`src/rtl/cmd_decoder_mc_pkg.sv`:
```
// Shared definitions for the command decoder: opcode encodings, FSM state
// encoding and the command / task / memory packet types of the default
// configuration (16-bit command packets).
package cmd_decoder_mc_pkg;

    localparam int CMD_PKT_W  = 16;
    localparam int TASK_PKT_W = CMD_PKT_W - 2;

    typedef enum logic [1:0] {
        OP_TASK   = 2'b00,   // forward a task, or send it to memory when masked off
        OP_REPLAY = 2'b01,   // drain the pipeline and start the next replay iteration
        OP_FV     = 2'b10,   // load the feature-vector count
        OP_WB     = 2'b11    // load the weights boundary and wait for the stream
    } opcode_e;

    typedef enum logic [2:0] {
        S_IDLE,
        S_WAIT_GRANT,
        S_WAIT_DRAIN,
        S_WAIT_STREAM,
        S_WAIT_DONE
    } state_e;

    typedef logic [CMD_PKT_W-1:0]  cmd_pkt_t;
    typedef logic [TASK_PKT_W-1:0] task_pkt_t;
    typedef logic [CMD_PKT_W-1:0]  mem_pkt_t;

endpackage

```
`src/rtl/cmd_decoder_mc_if.sv`:
```
// Handshake bundle of the command decoder.
//   in_valid/in_pkt/in_ready        : command input (consumed on valid && ready)
//   task_valid/task_pkt/task_ready  : one-hot RS task dispatch
//   mem_req/mem_grant/mem_valid/mem_pkt : memory request port
// master = the side that issues commands and grants, slave = the decoder.
interface cmd_decoder_mc_if #(
    parameter int PKT_W = 16,
    parameter int N_CH  = 2
);
    logic               in_valid;
    logic [PKT_W-1:0]   in_pkt;
    logic               in_ready;
    logic [N_CH-1:0]    task_valid;
    logic [PKT_W-3:0]   task_pkt;
    logic [N_CH-1:0]    task_ready;
    logic               mem_req;
    logic               mem_grant;
    logic               mem_valid;
    logic [PKT_W-1:0]   mem_pkt;

    modport master (
        output in_valid, in_pkt, task_ready, mem_grant,
        input  in_ready, task_valid, task_pkt, mem_req, mem_valid, mem_pkt
    );

    modport slave (
        input  in_valid, in_pkt, task_ready, mem_grant,
        output in_ready, task_valid, task_pkt, mem_req, mem_valid, mem_pkt
    );
endinterface

```
`src/rtl/cmd_decoder_mc_task_slot.sv`:
```
// Single-entry task holding register with one-hot channel select.
//   load/load_pkt/load_sel : capture a task and its destination channel
//   task_ready             : per-channel ready from the reservation stations
//   task_valid/task_pkt    : held task, valid only on its selected channel
//   full                   : an entry is held
//   fire                   : the held task is taken this cycle
module task_slot
    import cmd_decoder_mc_pkg::*;
#(
    parameter int PKT_W = CMD_PKT_W,
    parameter int N_CH  = 2
) (
    input  logic              clk,
    input  logic              reset,
    input  logic              load,
    input  logic [PKT_W-3:0]  load_pkt,
    input  logic [N_CH-1:0]   load_sel,
    input  logic [N_CH-1:0]   task_ready,
    output logic [N_CH-1:0]   task_valid,
    output logic [PKT_W-3:0]  task_pkt,
    output logic              full,
    output logic              fire
);

    logic [N_CH-1:0]  sel_q;
    logic [PKT_W-3:0] pkt_q;

    // Gating with reset keeps a pending task from being seen during the
    // reset cycle itself.
    assign task_valid = sel_q & {N_CH{~reset}};
    assign task_pkt   = pkt_q;
    assign full       = |sel_q;
    assign fire       = |(task_valid & task_ready);

    always_ff @(posedge clk) begin
        if (reset) begin
            sel_q <= '0;
            pkt_q <= '0;
        end else if (load) begin
            // A load in the same cycle as a fire replaces the departing entry.
            sel_q <= load_sel;
            pkt_q <= load_pkt;
        end else if (fire) begin
            sel_q <= '0;
        end
    end

endmodule

```
`src/rtl/cmd_decoder_mc.sv`:
```
// Command decoder / replay controller.
// Decodes 2-bit opcodes from incoming command packets: forwards tasks to the
// RS channels, diverts masked-off tasks to memory, sequences replay
// iterations (drain -> memory request -> stream), and loads configuration.
// Ports:
//   clk, reset          : clock, synchronous active-high reset
//   bus                 : command / task / memory handshakes (slave side)
//   rs_empty, pe_idle, bank_busy : drain status
//   stream_end, vertex_done      : stream and vertex completion events
//   cfg_last_iter       : index of the final replay iteration
//   replay_iter, replay_flag, num_fv, weights_boundary,
//   stream_begin, ctl_done, task_complete : status / configuration outputs
module cmd_decoder_mc
    import cmd_decoder_mc_pkg::*;
#(
    parameter int PKT_W    = CMD_PKT_W,
    parameter int N_CH     = 2,
    parameter int N_PE     = 4,
    parameter int MAX_ITER = 4,
    parameter int FV_W     = 5,
    parameter int WB_W     = 4
) (
    input  logic                        clk,
    input  logic                        reset,
    cmd_decoder_mc_if.slave             bus,
    input  logic [N_CH-1:0]             rs_empty,
    input  logic [N_PE-1:0]             pe_idle,
    input  logic                        bank_busy,
    input  logic                        stream_end,
    input  logic                        vertex_done,
    input  logic [$clog2(MAX_ITER)-1:0] cfg_last_iter,
    output logic [$clog2(MAX_ITER)-1:0] replay_iter,
    output logic                        replay_flag,
    output logic [FV_W-1:0]             num_fv,
    output logic [WB_W-1:0]             weights_boundary,
    output logic                        stream_begin,
    output logic                        ctl_done,
    output logic                        task_complete
);

    localparam int IT_W = $clog2(MAX_ITER);
    localparam int CH_W = (N_CH > 1) ? $clog2(N_CH) : 1;

    state_e            state;
    logic [PKT_W-1:0]  pkt_lat;
    logic              mem_req_q;
    logic              grant_to_stream;   // replay request: after grant go to WAIT_STREAM

    opcode_e           op;
    logic [MAX_ITER-1:0] iter_mask;
    logic [CH_W-1:0]   ch_raw;
    logic [N_CH-1:0]   ch_onehot;
    logic [IT_W-1:0]   last_iter;
    logic              accept;
    logic              task_load;
    logic              task_full;
    logic              task_fire;
    logic              drained;

    assign op        = opcode_e'(bus.in_pkt[PKT_W-1 -: 2]);
    assign iter_mask = bus.in_pkt[PKT_W-3 -: MAX_ITER];
    assign ch_raw    = bus.in_pkt[CH_W-1:0];

    // Channel numbers beyond the last RS fold onto channel 0.
    always_comb begin
        ch_onehot = '0;
        if (int'(ch_raw) < N_CH) ch_onehot[ch_raw] = 1'b1;
        else                     ch_onehot[0]      = 1'b1;
    end

    // Out-of-range last-iteration settings clamp to the highest supported one.
    always_comb begin
        if (int'(cfg_last_iter) >= MAX_ITER) last_iter = IT_W'(MAX_ITER - 1);
        else                                 last_iter = cfg_last_iter;
    end

    // A task leaving the slot frees room for a new one in the same cycle.
    assign bus.in_ready = (state == S_IDLE) && (!task_full || task_fire) && !reset;
    assign accept       = bus.in_valid && bus.in_ready;
    assign task_load    = accept && (op == OP_TASK) && iter_mask[replay_iter];
    assign drained      = !bank_busy && (&rs_empty) && (&pe_idle) && !task_full;

    assign bus.mem_req   = mem_req_q;
    assign bus.mem_valid = mem_req_q && bus.mem_grant && !reset;
    assign bus.mem_pkt   = bus.mem_valid ? pkt_lat : '0;

    task_slot #(
        .PKT_W (PKT_W),
        .N_CH  (N_CH)
    ) u_task_slot (
        .clk        (clk),
        .reset      (reset),
        .load       (task_load),
        .load_pkt   (bus.in_pkt[PKT_W-3:0]),
        .load_sel   (ch_onehot),
        .task_ready (bus.task_ready),
        .task_valid (bus.task_valid),
        .task_pkt   (bus.task_pkt),
        .full       (task_full),
        .fire       (task_fire)
    );

    always_ff @(posedge clk) begin
        if (reset) begin
            state            <= S_IDLE;
            pkt_lat          <= '0;
            mem_req_q        <= 1'b0;
            grant_to_stream  <= 1'b0;
            replay_iter      <= '0;
            replay_flag      <= 1'b0;
            num_fv           <= '0;
            weights_boundary <= '0;
            stream_begin     <= 1'b0;
            ctl_done         <= 1'b0;
            task_complete    <= 1'b0;
        end else begin
            stream_begin  <= 1'b0;
            ctl_done      <= 1'b0;
            task_complete <= 1'b0;
            case (state)
                S_IDLE: begin
                    if (accept) begin
                        case (op)
                            OP_TASK: begin
                                // Tasks not enabled for this iteration go to memory.
                                if (!iter_mask[replay_iter]) begin
                                    pkt_lat         <= bus.in_pkt;
                                    mem_req_q       <= 1'b1;
                                    grant_to_stream <= 1'b0;
                                    state           <= S_WAIT_GRANT;
                                end
                            end
                            OP_REPLAY: begin
                                pkt_lat     <= bus.in_pkt;
                                replay_flag <= 1'b1;
                                state       <= S_WAIT_DRAIN;
                            end
                            OP_FV: begin
                                num_fv       <= bus.in_pkt[FV_W-1:0];
                                stream_begin <= 1'b1;
                            end
                            OP_WB: begin
                                weights_boundary <= bus.in_pkt[WB_W-1:0];
                                state            <= S_WAIT_STREAM;
                            end
                            default: ;
                        endcase
                    end
                end
                S_WAIT_GRANT: begin
                    if (bus.mem_grant) begin
                        mem_req_q <= 1'b0;
                        state     <= grant_to_stream ? S_WAIT_STREAM : S_IDLE;
                    end
                end
                S_WAIT_DRAIN: begin
                    if (drained) begin
                        replay_flag <= 1'b0;
                        if (replay_iter >= last_iter) begin
                            ctl_done <= 1'b1;
                            state    <= S_WAIT_DONE;
                        end else begin
                            replay_iter     <= replay_iter + 1'b1;
                            mem_req_q       <= 1'b1;
                            grant_to_stream <= 1'b1;
                            state           <= S_WAIT_GRANT;
                        end
                    end
                end
                S_WAIT_STREAM: begin
                    if (stream_end) state <= S_IDLE;
                end
                S_WAIT_DONE: begin
                    if (vertex_done) begin
                        task_complete <= 1'b1;
                        replay_iter   <= '0;
                        state         <= S_IDLE;
                    end
                end
                default: state <= S_IDLE;
            endcase
        end
    end

endmodule
```
`src/flat_wrapper.sv`:
```
// flat-port wrapper written by rule: the top's interface ports become plain ports
module cmd_decoder_mc_flat import cmd_decoder_mc_pkg::*;
#(
    parameter int PKT_W    = CMD_PKT_W,
    parameter int N_CH     = 2,
    parameter int N_PE     = 4,
    parameter int MAX_ITER = 4,
    parameter int FV_W     = 5,
    parameter int WB_W     = 4
)
  (clk, reset, rs_empty, pe_idle, bank_busy, stream_end, vertex_done, cfg_last_iter, replay_iter, replay_flag, num_fv, weights_boundary, stream_begin, ctl_done, task_complete, bus_in_valid, bus_in_pkt, bus_task_ready, bus_mem_grant, bus_in_ready, bus_task_valid, bus_task_pkt, bus_mem_req, bus_mem_valid, bus_mem_pkt);
  cmd_decoder_mc_if #(.PKT_W(PKT_W), .N_CH(N_CH)) bus_i ();
  input  logic clk;
  input  logic reset;
  input  logic [N_CH-1:0] rs_empty;
  input  logic [N_PE-1:0] pe_idle;
  input  logic bank_busy;
  input  logic stream_end;
  input  logic vertex_done;
  input  logic [$clog2(MAX_ITER)-1:0] cfg_last_iter;
  output logic [$clog2(MAX_ITER)-1:0] replay_iter;
  output logic replay_flag;
  output logic [FV_W-1:0] num_fv;
  output logic [WB_W-1:0] weights_boundary;
  output logic stream_begin;
  output logic ctl_done;
  output logic task_complete;
  input wire logic [$bits(bus_i.in_valid)-1:0] bus_in_valid;
  input wire logic [$bits(bus_i.in_pkt)-1:0] bus_in_pkt;
  input wire logic [$bits(bus_i.task_ready)-1:0] bus_task_ready;
  input wire logic [$bits(bus_i.mem_grant)-1:0] bus_mem_grant;
  output wire logic [$bits(bus_i.in_ready)-1:0] bus_in_ready;
  output wire logic [$bits(bus_i.task_valid)-1:0] bus_task_valid;
  output wire logic [$bits(bus_i.task_pkt)-1:0] bus_task_pkt;
  output wire logic [$bits(bus_i.mem_req)-1:0] bus_mem_req;
  output wire logic [$bits(bus_i.mem_valid)-1:0] bus_mem_valid;
  output wire logic [$bits(bus_i.mem_pkt)-1:0] bus_mem_pkt;
  assign bus_i.in_valid = bus_in_valid;
  assign bus_i.in_pkt = bus_in_pkt;
  assign bus_i.task_ready = bus_task_ready;
  assign bus_i.mem_grant = bus_mem_grant;
  assign bus_in_ready = bus_i.in_ready;
  assign bus_task_valid = bus_i.task_valid;
  assign bus_task_pkt = bus_i.task_pkt;
  assign bus_mem_req = bus_i.mem_req;
  assign bus_mem_valid = bus_i.mem_valid;
  assign bus_mem_pkt = bus_i.mem_pkt;
  cmd_decoder_mc #(.PKT_W(PKT_W), .N_CH(N_CH), .N_PE(N_PE), .MAX_ITER(MAX_ITER), .FV_W(FV_W), .WB_W(WB_W)) u_core (.clk(clk), .reset(reset), .bus(bus_i), .rs_empty(rs_empty), .pe_idle(pe_idle), .bank_busy(bank_busy), .stream_end(stream_end), .vertex_done(vertex_done), .cfg_last_iter(cfg_last_iter), .replay_iter(replay_iter), .replay_flag(replay_flag), .num_fv(num_fv), .weights_boundary(weights_boundary), .stream_begin(stream_begin), .ctl_done(ctl_done), .task_complete(task_complete));
endmodule
```
`config.mk`:
```
export PLATFORM = sky130hd
export DESIGN_NAME = cmd_decoder_mc_flat
export DESIGN_NICKNAME = d
export VERILOG_FILES = /design/src/rtl/cmd_decoder_mc_pkg.sv /design/src/rtl/cmd_decoder_mc_if.sv /design/src/rtl/cmd_decoder_mc_task_slot.sv /design/src/rtl/cmd_decoder_mc.sv /design/src/flat_wrapper.sv
export SDC_FILE = /design/constraint.sdc
export NUM_CORES = 1
export LEC_CHECK = 0
export CAP_MARGIN = 15
export CORE_UTILIZATION = 48
export CTS_CLUSTER_SIZE = 24
export DETAILED_ROUTE_END_ITERATION = 7
export PLACE_DENSITY = 0.95
export SLEW_MARGIN = 0
export SYNTH_ARGS = -nofsm -noshare
export SYNTH_HDL_FRONTEND = slang
export SYNTH_HIERARCHICAL = 1
export SYNTH_SLANG_ARGS = --single-unit
```
`constraint.sdc`:
```
create_clock -name clk -period 4.4 [get_ports clk]
set_input_delay 0.66 -clock clk [delete_from_list [all_inputs] [get_ports clk]]
set_output_delay 0.66 -clock clk [all_outputs]
set_load 0.1 [all_outputs]
```
Word-level counts from Yosys, hierarchy flattened

Cells that the tools add are included.

Register bits: 52
Output and inout bits: 50
Logic and storage cells: 123

Add/subtract/negate cells: 1
$lt $le $gt $ge: 4
Equal/unequal tests: 19
Mux-type cells: 41
Bitwise operators: 8
Reduce and logical (&&, ||, !) cells: 37

Operator list:

| kind                                                  | number |
|---|---|
| two-way mux 16 bit                                    | 2 |
| case mux 16 bit (2 select lines)                      | 1 |
| two-way mux 3 bit                                     | 7 |
| two-way mux 1 bit                                     | 17 |
| inequality test 2 bit, second input constant          | 8 |
| AND reduction 4 bit                                   | 4 |
| case mux 3 bit (5 select lines)                       | 1 |
| AND reduction 7 bit                                   | 2 |
| two-way mux 2 bit                                     | 6 |
| logical AND 1 bit                                     | 11 |
| case mux 3 bit (3 select lines)                       | 1 |
| nonzero test 2 bit                                    | 4 |
| equality test 3 x 2 -> 1 bit, second input constant   | 2 |
| inverter 1 bit                                        | 6 |
| AND reduction 3 bit                                   | 2 |
| AND reduction 6 bit                                   | 1 |
| OR reduction 2 bit                                    | 3 |
| OR reduction 3 bit                                    | 2 |
| bitwise AND 2 bit                                     | 2 |
| equality test 2 bit, second input constant            | 2 |
| inequality test 2 x 1 -> 1 bit, second input constant | 2 |
| inequality test 4 bit, second input constant          | 1 |
| case mux 1 bit (2 select lines)                       | 2 |
| case mux 2 bit (2 select lines)                       | 1 |
| 18 further kinds                                      | 20 |

Depth between registers and ports, before layout

Depth after elaboration: 11
Gate-level depth with buffers: 10

Cells and area by module

The synthesis kept the hierarchy.

By module, submodules not included:

| module         | times used | cells an instance | area an instance (sq um) | seq. area each (sq um) |
|---|---|---|---|---|
| cmd_decoder_mc | 1          | 188               | 1,729.2                  | 720.7 |
| task_slot      | 1          | 59                | 645.6                    | 320.3 |

Worst setup path before layout

No wires, ideal clock.

Path type: input to output
Start point: input port reset
End point: output port bus_in_ready
Data arrival time: 3.431 ns
Slack: 0.309 ns
Stages: 5
Cells stage by stage: buf_4 > nor2b_1 > a22o_1 > nand2b_1 > and3_1

Longest elaborated chain between the ends: 7
Elaborated cells on any way between the ends: 8
Those cells by class: 3 x bitwise; 5 x reduce/logical

RTL lines:

| what                           | RTL line                       | RTL |
|---|---|---|
| start: declaration             | flat_wrapper.sv:14             | `input logic reset;` |
| inverter 1 bit                 | cmd_decoder_mc_task_slot.sv:30 | `assign task_valid = sel_q & {N_CH{~reset}};` |
| bitwise AND 2 bit              | cmd_decoder_mc_task_slot.sv:30 |  |
| via bus_task_valid[1]          | flat_wrapper.sv:33             | `output wire logic [$bits(bus_i.task_valid)-1:0] bus_task_valid;` |
| bitwise AND 2 bit              | cmd_decoder_mc_task_slot.sv:33 | `assign fire = \|(task_valid & task_ready);` |
| OR reduction 2 bit             | cmd_decoder_mc_task_slot.sv:33 |  |
| via u_core.task_fire           | cmd_decoder_mc.sv:57           | `logic task_fire;` |
| logical OR 1 bit               | cmd_decoder_mc.sv:78           | `assign bus.in_ready = (state == S_IDLE) && (!task_full \|\| task_fire) && !reset;` |
| logical AND 1 bit (2 in a row) | cmd_decoder_mc.sv:78           |  |
| end: declaration               | flat_wrapper.sv:32             | `output wire logic [$bits(bus_i.in_ready)-1:0] bus_in_ready;` |

The timed path passes the listed nets, and every way through them passes these cells.

Worst setup path after layout

Start point: input port reset
End point: output port bus_mem_pkt[4]

Longest elaborated chain between the ends: 3

RTL lines:

| what               | RTL line             | RTL |
|---|---|---|
| zero test 1 bit    | cmd_decoder_mc.sv:84 | `assign bus.mem_valid = mem_req_q && bus.mem_grant && !reset;` |
| logical AND 1 bit  | cmd_decoder_mc.sv:84 |  |
| two-way mux 16 bit | cmd_decoder_mc.sv:85 | `assign bus.mem_pkt = bus.mem_valid ? pkt_lat : '0;` |
| end: declaration   | flat_wrapper.sv:37   | `output wire logic [$bits(bus_i.mem_pkt)-1:0] bus_mem_pkt;` |

No other way between the ends.

==> summary.txt <==
Floorplanning
  • Initial core utilization: 0.499
  • Die area: 5230 um2
  • Core Box Area: 4750 um2
  • Io pins: 83
  • Row cnt: 25
  • Die W: 72.3 um
  • Die Ht: 72.3 um

CTS
  • Post CTS Setup Buffer Count: 0
  • CTS tree: built
  • Number of CTS-inserted buffers: 5
  • Clock tree sinks: 52
  • Post-CTS Resized: 0
  • Clk_lat worst skew: 300 ps
  • Cts-stage hold buffer count: 0
  • Htree depth: 2
  • Clock tree buffer depth: 2
  • Clk slew on worst S/H paths: 90 ps
  • Root Buffer Master: clkbuf_8

Min path
  • WHS Endpoint: u_core/pkt_lat[15]
  • Worst hold-check path type: flip-flop to flip-flop
  • Min-delay src: u_core/pkt_lat[15]
  • Hold depth: 1

Synth
  • Post-synthesis compound-gate area fraction: 0.0854
  • Post-Synth Adder-Cell Area: 0.0105
  • Distinct cells, synth: 49
  • Syn avg cell area: 9.61 um2
  • Synth Register Bits: 52
  • Async SR Flop Fraction: 0
  • Sequential fraction of the synthesis area: 0.438
  • Ys flop type: dfxtp_1
  • Simple-gate portion of the synthesized area: 0.237
  • Mux contribution to synthesized area: 0.165
  • Post-Synthesis Cell Area: 2370 um2
  • Synth Area in XOR/XNOR: 0
  • Post-synth EDFFs: 0
  • YS warnings: 6
  • Combinational family with the most area after synthesis: simple AND/OR/NAND/NOR gates
  • Mapped Nets: 282
  • Post-Syn Instances: 247

Global routing
  • Initial antenna violation count: 0
  • Total gr overflow: 0
  • Number of global-route vias before repair: 1850
  • Pin count of the biggest net entering global routing: 54
  • First-pass GRT wire length: 8.98 mm
  • Global Route Usage Sum: 0.220

Route
  • Vias per cell: 5.15
  • DR pass1 iterations: 4
  • DRC Markers: 0
  • Vias: 2012
  • Routed WL: 5.62 mm
  • Wire per inst: 14.4 um
  • Final ANT Viol Nets: 0
  • Iteration-0 DRC Markers: 148

Setup path
  • Type of the worst setup path: primary input to primary output
  • CP arrival: 2270 ps
  • Worst Path Required: 3740 ps
  • Reg2Reg Depth: 6
  • FF-to-FF End: u_core/pkt_lat[6]
  • FF-to-FF setup slack: 2000 ps
  • CP startpoint kind: primary input
  • Critical Path Sink Type: primary output
  • CP max FO: 53
  • Reg-to-reg startpoint: u_core/replay_iter[0]

Timing
  • TNS Setup: 0 ps
  • Clock period minus final worst setup slack: 2930 ps
  • Max-slew violation total from the final report: 0
  • Final Worst Setup Slack: 1470 ps
  • Clock Skew: 1.84 ps
  • RSZ-0062 raised after global routing: false
  • Crit share post-route: 0.666
  • FMAX: 0.341 GHz
  • Slew HR: 0.324
  • Final hold vios: 0
  • Final setup fails: 0
  • Worst-margin pin slew: 1010 ps

Cells and area
  • Commonest cells after routing, fill and taps aside: clkdlybuf4s50_1, dfxtp_1, nor2_1
  • Inserted Diodes: 0
  • Commonest non-fill, non-tap cell in the layout: clkdlybuf4s50_1
  • Area growth from synthesis to layout: 38.0%
  • Layout cells sized above 1: 0.139
  • Final net count: 358
  • Post-Layout Cell Count: 391

Placed design
  • Cell count after placement: 383
  • GPL Wtd Cong: 0.808
  • # port buffers: 82
  • DP Wirelength: 4.01 mm
  • Pre-CTS setup slack: 1380 ps

Job
  • Max_cap viols: 0

Run status
  • Status: finished clean

Pwr
  • Maximum VDD drop: 0.245 mV
  • Pwr dens: 382 nW/um2
  • Static Leak: 1.24 nW
==> worst max path at each step <==
stage / from / end / depth (start not counted) / slack [ps]
after floorplan: reset / bus_in_ready / 5 / 310
after global placement: bus_task_ready[1] / u_core/pkt_lat[0] / 8 / 1440
after detailed placement: bus_task_ready[1] / u_core/pkt_lat[6] / 8 / 1380
after CTS: reset / bus_mem_pkt[13] / 6 / 1470
after global routing: reset / bus_mem_pkt[13] / 6 / 1290
final: reset / bus_mem_pkt[4] / 6 / 1470
==> layer usage <==
| layer | wire length, um | global-route usage |
|---|---|---|
| met5 | 0 | 0 |
| met3 | 329 | 0.0542 |
| met2 | 2750 | 0.375 |
| met4 | 34 | 0.0458 |
| met1 | 2500 | 0.283 |
==> area by class of cell <==
cell class	count	area [um2]
multi-input combinational	167	1190
sequential	52	1040
clock inverter	1	30.0
tap	67	83.8
timing repair buffer	85	793
inverter	12	45.0
clock buffer	7	96.3
fill	397	1480
==> synth_stat cells (3+ instances only) <==
cell type   n  area share
clkbuf_1    8       0.013
and3_1      4       0.011
dfxtp_1    52        0.44
buf_4       3      0.0095
mux2i_1    37        0.16
inv_1      12       0.019
a21oi_1     8       0.017
nor3b_1     3      0.0095
and2_1     16       0.042
or3_1       3      0.0079
nor2_1     44       0.070
nand4b_1    3       0.011
nand2_1     5      0.0079
==> sequential cells by signal (all words and copies together) (netlist names), 2 cells and up <==
signal	count
u_core/num_fv	5
u_core/pkt_lat	16
u_core/replay_iter	2
u_core/state	3
u_core/u_task_slot/sel_q	2
u_core/u_task_slot/task_pkt	14
u_core/weights_boundary	4
==> report_power, final <==
group | total, mW | switching [mW] | internal, mW
Combinational | 0.374 | 0.239 | 0.135
Sequential | 0.526 | 0.0294 | 0.497
Clock | 0.351 | 0.150 | 0.201
Total | 1.25 | 0.419 | 0.832
==> cell families (layout without fill, tap and decap cells) <==
family / count (synthesis) / in the layout
buffers and inverters: 28 / 105
and+or+nand+nor: 99 / 99
adders and majority gates: 2 / 2
muxes: 38 / 38
AOI/OAI and AO/OA: 28 / 28
DFF: 52 / 52
==> worst max-delay path, stage by stage <==
cell and delay, ps:
buf_2 100, buf_4 460, inv_1 170, and3_1 390, and2_1 250, buf_4 230
==> through the flow <==
step	area [um2]	total power, mW	util	hold WS (ps)
3_3_place_gp	3150	0.902	0.663	463
2_1_floorplan	2370	0.818	-	444
6_report	3280	1.25	0.689	485
3_5_place_dp	3150	0.907	0.663	466
5_1_grt	3280	1.30	0.689	507
4_1_cts	3280	1.26	0.689	478
No activity file was read; power rests on OpenSTA's default activity.
